<file path="src/rtl/pool_pkg.sv">
// Shared pool-table constants, FSM state type and small helpers used by the
// wall bounce engine and its per-axis reflect unit.
package pool_pkg;

  localparam int SPEED_W          = 11;
  localparam int DEF_RADIUS       = 16;
  localparam int DEF_TABLE_WIDTH  = 800;
  localparam int DEF_TABLE_HEIGHT = 600;
  localparam int DEF_POCKET_R     = 24;
  localparam int NUM_POCKETS      = 6;

  // Pocket centres for the default table: three along the top cushion,
  // three along the bottom cushion.
  localparam int POCKET_CX [NUM_POCKETS] = '{0, DEF_TABLE_WIDTH / 2, DEF_TABLE_WIDTH,
                                             0, DEF_TABLE_WIDTH / 2, DEF_TABLE_WIDTH};
  localparam int POCKET_CY [NUM_POCKETS] = '{0, 0, 0,
                                             DEF_TABLE_HEIGHT, DEF_TABLE_HEIGHT, DEF_TABLE_HEIGHT};

  typedef enum logic [1:0] {
    ST_IDLE  = 2'd0,
    ST_SCAN  = 2'd1,
    ST_DRAIN = 2'd2
  } scan_state_t;

  // Bits needed to hold a cooldown count of 0..cooldown.
  function automatic int cooldown_w(input int cooldown);
    return $clog2(cooldown + 1);
  endfunction

  // Pocket centre x for an arbitrary table width (k = 0..5).
  function automatic int pocket_cx(input int k, input int table_width);
    case (k % 3)
      0:       return 0;
      1:       return table_width / 2;
      default: return table_width;
    endcase
  endfunction

  // Pocket centre y for an arbitrary table height (k = 0..5).
  function automatic int pocket_cy(input int k, input int table_height);
    return (k < 3) ? 0 : table_height;
  endfunction

endpackage

</file>
<file path="src/rtl/wall_axis_reflect.sv">
// One-axis cushion hit test with saturated reflection and restitution damping.
// Purely combinational; instantiated once per axis by the engine.
module wall_axis_reflect
  import pool_pkg::*;
#(
  parameter int W          = SPEED_W,
  parameter int RADIUS     = DEF_RADIUS,
  parameter int LIMIT      = DEF_TABLE_WIDTH,
  parameter int DAMP_SHIFT = 3
) (
  input  logic signed [W-1:0] pos,
  input  logic signed [W-1:0] spd,
  input  logic                blocked,
  output logic                hit,
  output logic signed [W-1:0] spd_new
);

  localparam logic signed [W:0]   LO_LIM = (W+1)'(RADIUS);
  localparam logic signed [W:0]   HI_LIM = (W+1)'(LIMIT - RADIUS);
  localparam logic signed [W-1:0] S_MAX  = {1'b0, {(W-1){1'b1}}};
  localparam logic signed [W-1:0] S_MIN  = {1'b1, {(W-1){1'b0}}};

  // Negation that cannot overflow: the most negative speed maps to +max.
  function automatic logic signed [W-1:0] sat_negate(input logic signed [W-1:0] v);
    if (v == S_MIN) return S_MAX;
    return -v;
  endfunction

  // Restitution: remove 1/2^DAMP_SHIFT of the speed (floor shift), or pass through.
  function automatic logic signed [W-1:0] damp(input logic signed [W-1:0] v);
    if (DAMP_SHIFT == 0) return v;
    return v - (v >>> DAMP_SHIFT);
  endfunction

  logic signed [W:0] nxt;
  logic              toward_lo;
  logic              toward_hi;

  // Next position one bit wider so it cannot wrap; hit only when moving into the cushion.
  always_comb begin
    nxt       = {pos[W-1], pos} + {spd[W-1], spd};
    toward_lo = spd[W-1] || (spd == '0);
    toward_hi = !spd[W-1];
    hit       = !blocked && (((nxt < LO_LIM) && toward_lo) || ((nxt > HI_LIM) && toward_hi));
    spd_new   = hit ? damp(sat_negate(spd)) : spd;
  end

endmodule

</file>
<file path="src/rtl/wall_bounce_engine.sv">
// Multi-ball cushion/pocket engine: on frame_start scans every ball once, one
// per clock, and streams reflected/damped speeds indexed by ball.
module wall_bounce_engine
  import pool_pkg::*;
#(
  parameter int NUM_BALLS    = 16,
  parameter int W            = SPEED_W,
  parameter int RADIUS       = DEF_RADIUS,
  parameter int TABLE_WIDTH  = DEF_TABLE_WIDTH,
  parameter int TABLE_HEIGHT = DEF_TABLE_HEIGHT,
  parameter int COOLDOWN     = 5,
  parameter int DAMP_SHIFT   = 3,
  parameter int POCKET_EN    = 1,
  parameter int POCKET_R     = DEF_POCKET_R
) (
  input  logic                         clk,
  input  logic                         reset,
  input  logic                         frame_start,
  input  logic [NUM_BALLS*W-1:0]       x_all,
  input  logic [NUM_BALLS*W-1:0]       y_all,
  input  logic [NUM_BALLS*W-1:0]       xs_all,
  input  logic [NUM_BALLS*W-1:0]       ys_all,
  output logic                         out_valid,
  output logic [$clog2(NUM_BALLS)-1:0] out_idx,
  output logic signed [W-1:0]          out_xspeed,
  output logic signed [W-1:0]          out_yspeed,
  output logic [1:0]                   out_collision,
  output logic                         out_pocket,
  output logic                         busy,
  output logic                         done
);

  localparam int                   IW       = $clog2(NUM_BALLS);
  localparam int                   CW       = cooldown_w(COOLDOWN);
  localparam logic [CW-1:0]        CD_MAX   = CW'(COOLDOWN);
  localparam logic [IW-1:0]        LAST_IDX = IW'(NUM_BALLS - 1);
  localparam logic signed [W+1:0]  PR_S     = (W+2)'(POCKET_R);

  scan_state_t   state;
  scan_state_t   state_nxt;
  logic          issue;
  logic [IW-1:0] idx_p0;

  logic [CW-1:0] cd_x [NUM_BALLS];
  logic [CW-1:0] cd_y [NUM_BALLS];

  logic signed [W-1:0] x_p0, y_p0, xs_p0, ys_p0;
  logic signed [W-1:0] xsn_p0, ysn_p0;
  logic [CW-1:0]       cdx_p0, cdy_p0;
  logic                hitx_p0, hity_p0;
  logic                pocket_p0;
  int                  sel_p0;

  // True when position p lies strictly within POCKET_R of centre c.
  function automatic logic near(input logic signed [W-1:0] p, input int c);
    logic signed [W+1:0] d;
    d = {{2{p[W-1]}}, p} - (W+2)'(c);
    return (d < PR_S) && (d > -PR_S);
  endfunction

  // Cooldown step: a pocket clears, a hit arms, an armed counter runs to COOLDOWN then frees.
  function automatic logic [CW-1:0] cd_next(input logic [CW-1:0] cd, input logic hit,
                                            input logic pocket);
    if (pocket)       return '0;
    if (hit)          return CW'(1);
    if (cd == '0)     return '0;
    if (cd == CD_MAX) return '0;
    return cd + 1'b1;
  endfunction

  // Scan FSM state register.
  always_ff @(posedge clk) begin
    if (reset) state <= ST_IDLE;
    else       state <= state_nxt;
  end

  // Scan FSM next state; frame_start outside IDLE is ignored.
  always_comb begin
    state_nxt = state;
    case (state)
      ST_IDLE:  if (frame_start) state_nxt = ST_SCAN;
      ST_SCAN:  if (idx_p0 == LAST_IDX) state_nxt = ST_DRAIN;
      ST_DRAIN: state_nxt = ST_IDLE;
      default:  state_nxt = ST_IDLE;
    endcase
  end

  // Scan FSM outputs.
  always_comb begin
    busy  = (state != ST_IDLE);
    issue = (state == ST_SCAN);
  end

  // Ball index issued into stage 1, one per SCAN cycle.
  always_ff @(posedge clk) begin
    if (reset)      idx_p0 <= '0;
    else if (issue) idx_p0 <= (idx_p0 == LAST_IDX) ? '0 : idx_p0 + 1'b1;
  end

  // ---- stage 1: select ball, cooldown lookup, pocket test ----
  always_comb begin
    sel_p0    = int'(idx_p0) * W;
    x_p0      = x_all[sel_p0 +: W];
    y_p0      = y_all[sel_p0 +: W];
    xs_p0     = xs_all[sel_p0 +: W];
    ys_p0     = ys_all[sel_p0 +: W];
    cdx_p0    = cd_x[idx_p0];
    cdy_p0    = cd_y[idx_p0];
    pocket_p0 = 1'b0;
    if (POCKET_EN != 0) begin
      for (int k = 0; k < NUM_POCKETS; k++) begin
        if (near(x_p0, pocket_cx(k, TABLE_WIDTH)) && near(y_p0, pocket_cy(k, TABLE_HEIGHT)))
          pocket_p0 = 1'b1;
      end
    end
  end

  wall_axis_reflect #(
    .W(W), .RADIUS(RADIUS), .LIMIT(TABLE_WIDTH), .DAMP_SHIFT(DAMP_SHIFT)
  ) u_axis_x (
    .pos(x_p0), .spd(xs_p0), .blocked(cdx_p0 != '0), .hit(hitx_p0), .spd_new(xsn_p0)
  );

  wall_axis_reflect #(
    .W(W), .RADIUS(RADIUS), .LIMIT(TABLE_HEIGHT), .DAMP_SHIFT(DAMP_SHIFT)
  ) u_axis_y (
    .pos(y_p0), .spd(ys_p0), .blocked(cdy_p0 != '0), .hit(hity_p0), .spd_new(ysn_p0)
  );

  // Per-ball per-axis cooldown storage, updated as each ball is scanned.
  always_ff @(posedge clk) begin
    if (reset) begin
      for (int b = 0; b < NUM_BALLS; b++) begin
        cd_x[b] <= '0;
        cd_y[b] <= '0;
      end
    end else if (issue) begin
      cd_x[idx_p0] <= cd_next(cdx_p0, hitx_p0, pocket_p0);
      cd_y[idx_p0] <= cd_next(cdy_p0, hity_p0, pocket_p0);
    end
  end

  // ---- stage 2: registered results; a pocket overrides any cushion hit ----
  always_ff @(posedge clk) begin
    if (reset) begin
      out_valid     <= 1'b0;
      done          <= 1'b0;
      out_idx       <= '0;
      out_xspeed    <= '0;
      out_yspeed    <= '0;
      out_collision <= 2'b00;
      out_pocket    <= 1'b0;
    end else begin
      out_valid <= issue;
      done      <= issue && (idx_p0 == LAST_IDX);
      if (issue) begin
        out_idx       <= idx_p0;
        out_xspeed    <= pocket_p0 ? '0 : xsn_p0;
        out_yspeed    <= pocket_p0 ? '0 : ysn_p0;
        out_collision <= pocket_p0 ? 2'b00 : {hitx_p0, hity_p0};
        out_pocket    <= pocket_p0;
      end
    end
  end

endmodule
</file>
<file path="config.mk">
export PLATFORM = sky130hd
export DESIGN_NAME = wall_bounce_engine
export DESIGN_NICKNAME = d
export VERILOG_FILES = /design/src/rtl/pool_pkg.sv /design/src/rtl/wall_axis_reflect.sv /design/src/rtl/wall_bounce_engine.sv
export SDC_FILE = /design/constraint.sdc
export NUM_CORES = 1
export LEC_CHECK = 0
export CORE_AREA = 8 8 284 286
export CTS_BUF_LIST = sky130_fd_sc_hd__clkbuf_2
export CTS_CLUSTER_DIAMETER = 40
export DETAILED_ROUTE_END_ITERATION = 7
export DIE_AREA = 0 0 292 294
export PLACE_DENSITY = 0.54
export SETUP_SLACK_MARGIN = 0.1
export SLEW_MARGIN = 20
export SYNTH_ARGS = -nofsm -noshare
export SYNTH_HDL_FRONTEND = slang
export SYNTH_SLANG_ARGS = --single-unit
</file>
<file path="constraint.sdc">
create_clock -name clk -period 7.1 [get_ports clk]
set_input_delay 1.065 -clock clk [delete_from_list [all_inputs] [get_ports clk]]
set_output_delay 1.065 -clock clk [all_outputs]
set_load 0.02 [all_outputs]
</file>
---- Yosys cells after proc, flatten, opt, wreduce, memory -nomap -nowiden ----
Memory sizes are Yosys's and may differ from the RTL's. A register that Yosys moved wholly into a read port is not among the register bits.
Cells that the tools add are included.
operators by class
  order comparisons ....................... 14
  reduce and logical (&&, ||, !) cells .... 37
  shift operators ......................... 4
  multiplexer cells ....................... 88
  equality and inequality tests ........... 8
  $add $sub $neg .......................... 12
  multiply operators ...................... 1
operator list
  cell                      number
  $shiftx A176 B9 Y11       4
  $mux W11                  8
  $mux W3                   21
  $lt A12 B6 Y1 const B     5
  $mux W1                   48
  $gt A12 B6 Y1 const B     3
  $mux W4                   7
  $add A11 B11 Y12          2
  $gt A12 B11 Y1 const B    2
  $sub A11 B11 Y12 const B  2
  $eq A11 B11 Y1 const B    2
  $gt A11 B6 Y1 const B     2
  $logic_not A11 Y1         2
  $lt A11 B6 Y1 const B     2
  $neg A11 Y11              2
  $sub A11 B8 Y11           2
  $logic_and A1 B1 Y1       18
  $sub A11 B10 Y12 const B  1
  $mul A4 B4 Y8 const B     1
  $add A3 B1 Y3 const B     2
  $eq A3 B3 Y1 const B      2
  $logic_not A3 Y1          2
  $mux W2                   3
  $reduce_bool A3 Y1        2
  12 further kinds          19
word-level totals
  RAM bits ................................ 96
  output and inout bits ................... 32
  register bits after elaboration ......... 37
  input bits .............................. 707
  memories ................................ 2
  logic and storage cells ................. 175
memory list
  name  depth  bits a word  read ports  clocked after memory_dff  write ports  RTL line                  text
  cd_x  16     3            1           1                         16           wall_bounce_engine.sv:44  logic [CW-1:0] cd_x [NUM_BALLS];
  cd_y  16     3            1           1                         16           wall_bounce_engine.sv:45  logic [CW-1:0] cd_y [NUM_BALLS];

---- Depth between registers and ports, before layout ----
  depth in word-level cells ............... 33
  gate-level depth with buffers ........... 29
  depth with buffers taken out ............ 20

---- Hierarchy ----
A second synthesis with hierarchy kept.
second synthesis, totals
  cells, all modules ...................... 1353
  area, all modules ....................... 15506.1 um2
by module, submodules not included
  module                        seq. area each (um2)  times used  cells an instance  area an instance (um2)
  wall_bounce_engine            3703.6                1           952                12553.3
  wall_axis_reflect (u_axis_y)  0.0                   1           209                1537.7
  wall_axis_reflect (u_axis_x)  0.0                   1           192                1415.1

---- Least setup slack after synthesis ----
No wires, ideal clock.
  path type ............................... register -> register
  start ................................... register idx_p0[1]
  end ..................................... register out_xspeed[9]
  stages on the path, launching flop included .. 29
  period minus slack after synthesis ...... 6.016 ns
  path slack .............................. 1.084 ns
  arrival time ............................ 5.942 ns
  path buffers ............................ 8
  data required time ...................... 7.026 ns
  cell sequence ........................... dfxtp_1 -> buf_4 -> buf_4 -> buf_4 -> buf_2 -> buf_1 -> buf_2 -> buf_1 -> mux4_2 -> mux4_2 -> inv_1 -> ha_1 -> inv_1 -> or2_2 -> clkbuf_1 -> nor2_1 -> nand3_1 -> nand2_1 -> inv_1 -> ha_1 -> nor2b_1 -> o21ai_0 -> a21boi_0 -> o21ai_0 -> a21oi_1 -> o21a_1 -> o311ai_0 -> mux2i_1 -> o21ai_0
between the ends
  word-level cells in the longest chain between the ends .. 12
  elaborated cells between the ends (all ways) .. 51
  classes of those cells .................. add/sub (6); mul (1); order compare (12); eq/ne (1); shift (3); mux (10); reduce/logical (18)
RTL lines
  item                                                   RTL line                                              text
  start: declaration                                     wall_bounce_engine.sv:42                              logic [IW-1:0] idx_p0;
  start signal: assignment                               wall_bounce_engine.sv:97                              else if (issue) idx_p0 <= (idx_p0 == LAST_IDX) ? '0 : idx_p0 + 1'b1;
  $mul A4 B4 Y8 (*)                                      wall_bounce_engine.sv:102                             sel_p0 = int'(idx_p0) * W;
  $shiftx A176 B9 Y11, on equally long branches          wall_bounce_engine.sv:103, wall_bounce_engine.sv:104
  $sub A11 B10 Y12, or another cell as far along         wall_bounce_engine.sv:57                              d = {{2{p[W-1]}}, p} - (W+2)'(c);
  $lt A12 B6 Y1, or another cell as far along            wall_bounce_engine.sv:58                              return (d < PR_S) && (d > -PR_S);
  $logic_and A1 B1 Y1, on equally long branches          wall_bounce_engine.sv:58, wall_bounce_engine.sv:112
  $logic_and A1 B1 Y1 / $mux W1 (equally long branches)  wall_bounce_engine.sv:112                             if (near(x_p0, pocket_cx(k, TABLE_WIDTH)) && near(y_p0, pocket_cy(k, TABLE_HEIGHT)))
  $mux W1 (5 in series)                                  wall_bounce_engine.sv:112
  $mux W11 (*)                                           wall_bounce_engine.sv:158                             out_xspeed <= pocket_p0 ? '0 : xsn_p0;
  end signal: assignment                                 wall_bounce_engine.sv:158
  end: declaration                                       wall_bounce_engine.sv:25                              output logic signed [W-1:0] out_xspeed,
Every way passes the cells marked *; elsewhere a longest branch is shown, timed or not.
A chain may end at the register's enable or synchronous reset.

==> flow_summary.yaml <==
logic_synthesis:
  ys_seq_area_share_pct: 25.2
  synthAdderAreaFrac_pct: 6.17
  synth_top_area_cell: "mux4_2"
  synth_flop_cell: "edfxtp_1"
  yosys.cell_types.count: 83
  synth_top_family_by_area: "multiplexers"
  synth-simple-area-share_pct: 12.2
  synth_edf_count: 96
  async_flop_share_pct: 0
  ys_seq_elements: 137
  postSynthAreaPerCell_um2: 11.7
  synth_compound_area_share_pct: 10.9
  synth_nets: 2031
  synth_warnings: 0
  postSynthCellCount: 1254
  synth_top_area_share_pct: 28.1
  synthMuxAreaShare_pct: 38.1
  synth.top_cells.by_area: "mux4_2, edfxtp_1, mux4_1"
  synth_area_mm2: 0.0147
  synthXorXnorAreaFrac_pct: 2.21
worst_setup_path:
  crit_path_end_kind: "flip-flop"
  worst_ep_arrival_time_ns: 6.77
  path_delay_family: "compound AO/OA/AOI/OAI gates"
  worstSetupPathType: "flip-flop to flip-flop"
  start_kind: "flip-flop"
  slowest_stage: "o22ai_2"
  path_max_fanout: 53
  cp_cell_sequence: "buf_12 -> mux4_1 -> a22o_1 -> a221oi_1 -> buf_4 -> inv_1 -> ha_1 -> fa_1 -> a211oi_1 -> o21ai_0 -> o211ai_1 -> nand3_1 -> a211oi_1 -> o211ai_1 -> o22ai_2 -> o22ai_1 -> buf_4 -> nor2_1"
  crit_buf_inv: 4
  max_stage_delay_ns: 0.72
  crit_required_ns: 7.69
global_routing:
  grt_overflow: 0
  antenna_found_initial: 29
  grt_max_degree: 65
  first_global_vias: 15700
  grt_pass1_wl_mm: 117
  grtUsageTotal_pct: 18.8
clocking:
  hold_buffers: 0
  postCtsResizedCells: 0
  cts_buffers: 17
  cts_tree: "built"
  htree_levels: 4
  cts.path.max_buffers: 2
  cts_sinks: 137
  clk_pin_slew_ns: 0.22
  root_buffer: "clkbuf_2"
  postCtsSetupRepairBufs: 0
  clock_latency_ns: 0.77
placed_design:
  placed_area_mm2: 0.0232
  dp.cells: 2931
  gp_congestion: 0.881
  portBuffers: 738
  dpl_worst_slack_ns: 0.624
  dpl.hpwl_mm: 72.3
cells_and_area:
  nNetsFinal: 2739
  final-seq-area_mm2: 0.00372
  drive_above_1_share_pct: 14.8
  stdcell_count: 2971
  num-fill-cells: 7737
  area.growth.synth_to_final_pct: 59.5
  final_common_cell: "clkdlybuf4s50_1"
  multiInputGateArea_mm2: 0.0102
  fin_area_mm2: 0.0234
  most-common-layout-cells: "clkdlybuf4s50_1, mux4_2, nor2_1, nand2_1, edfxtp_1"
routing:
  drtIter0Drc: 1095
  drcViolationCount: 0
  drtPass1Iterations: 7
  wirelength_mm: 84.4
  routed_via_density: 4.91
  vias: 14600
  wire_per_inst_um: 28.4
  ant_nets: 0
die:
  core_mm2: 0.0764
  die_width_um: 292
  io_pins: 739
  die-area_mm2: 0.0858
  die_h_um: 294
  start_util_pct: 19.2
  rows: 102
timing:
  fmax_ghz: 0.162
  slew_headroom_pct: 28.4
  fin_crit_ns: 6.18
  fin_setup_tns_ns: 0
  timing.final.crit_share_pct: 87.0
  setup_viol: 0
  tightest_slew_ns: 1.04
  rsz0062_at_grt: "false"
  fin_ws_ns: 0.922
  hold_ws_ns: 0.459
  fin_skew_ns: 0.0534
  final_max_slew_viol_count: 0
  hold_viol_final: 0
hold_path:
  hp-class: "flip-flop to flip-flop"
power_and_ir_drop:
  power_leakage_nw: 8.24
  vdd_drop_max_v: 0.0000727
  powerDensity_mw_per_mm2: 133
flow_run:
  drv_cap: 0
outcome:
  outcome: "finished, final reports clean"
==> power breakdown <==
part / switching [mW] / internal, mW
logic: 0.819 / 0.926
registers: 0.0262 / 0.892
clock network: 0.308 / 0.133
==> cell families (layout without fill, tap and decap cells) <==
| kind of cell | Yosys count | in the layout |
|---|---|---|
| compound gates | 222 | 222 |
| buf+inv | 144 | 865 |
| mux | 267 | 267 |
| flops | 137 | 137 |
| xor+xnor | 37 | 37 |
| other cells | 0 | 8 |
| fa+ha+maj | 70 | 70 |
| simple gates | 377 | 377 |
==> state kept, by name (all words and copies together) (netlist names), 2 cells and up, named ones only <==
register	flops
out_yspeed	11
idx_p0	4
out_idx	4
cd_y	48
out_xspeed	11
out_collision	2
state	2
cd_x	48
==> worst register-to-register path: cells and delay by family (launching register included) <==
family | cells | cell delay (ns)
flops | 1 | 0.64
fa+ha+maj | 2 | 0.65
mux | 1 | 0.87
compound gates | 9 | 2.84
simple gates | 2 | 0.20
buf+inv | 4 | 0.81
==> Yosys cell counts, drive strengths merged (8+ instances only) <==
cell type and number:
nor2b 14, edfxtp 96, o21a 10, a21oi 26
xnor2 21, a22o 8, mux2i 39, inv 57
a21o 12, clkbuf 32, a211oi 8, xor2 16
nand3 15, nand2b 28, nor3 21, nand4 9
and2 10, a22oi 31, buf 55, o21ai 45
nand2 101, nor2 135, dfxtp 41, mux4 221
ha 66
==> through the flow <==
step / total power, mW / utilization, %
after floorplan: 1.91 / -
after global placement: 2.66 / 30.3
after detailed placement: 2.68 / 30.3
after CTS: 3.12 / 30.6
after global routing: 3.28 / 30.6
final: 3.10 / 30.6
==> layout make-up <==
cell class                      count  share of cell area (%)
Antenna cell                        8                  0.0855
Inverter                           57                   0.914
Tap cell                          988                    5.28
Timing Repair Buffer              776                    33.2
Sequential cell                   137                    15.9
Clock buffer                       19                   0.406
Multi-Input combinational cell    973                    43.8
Clock inverter                     13                   0.503
==> path summary, 6_finish.rpt <==
kind | to | slack (ns) | from | cells after the start
hold reg to reg | out_yspeed[1] | 0.46 | out_yspeed[1] | 2
setup reg to reg | cd_x[7][0] | 0.92 | idx_p0[0] | 18
setup / recovery | cd_x[7][0] | 0.92 | idx_p0[0] | 18
hold / removal | out_yspeed[1] | 0.46 | out_yspeed[1] | 2
==> metal layers <==
layer | global-route usage, % | wire length, um | vias up
li1 | - | - | 6473
met1 | 22.5 | 33300 | 7306
met5 | 0 | 55 | -
met4 | 2.42 | 741 | 10
met3 | 4.77 | 6770 | 54
met2 | 34.7 | 43500 | 752
No activity file was read; power rests on OpenSTA's default activity.
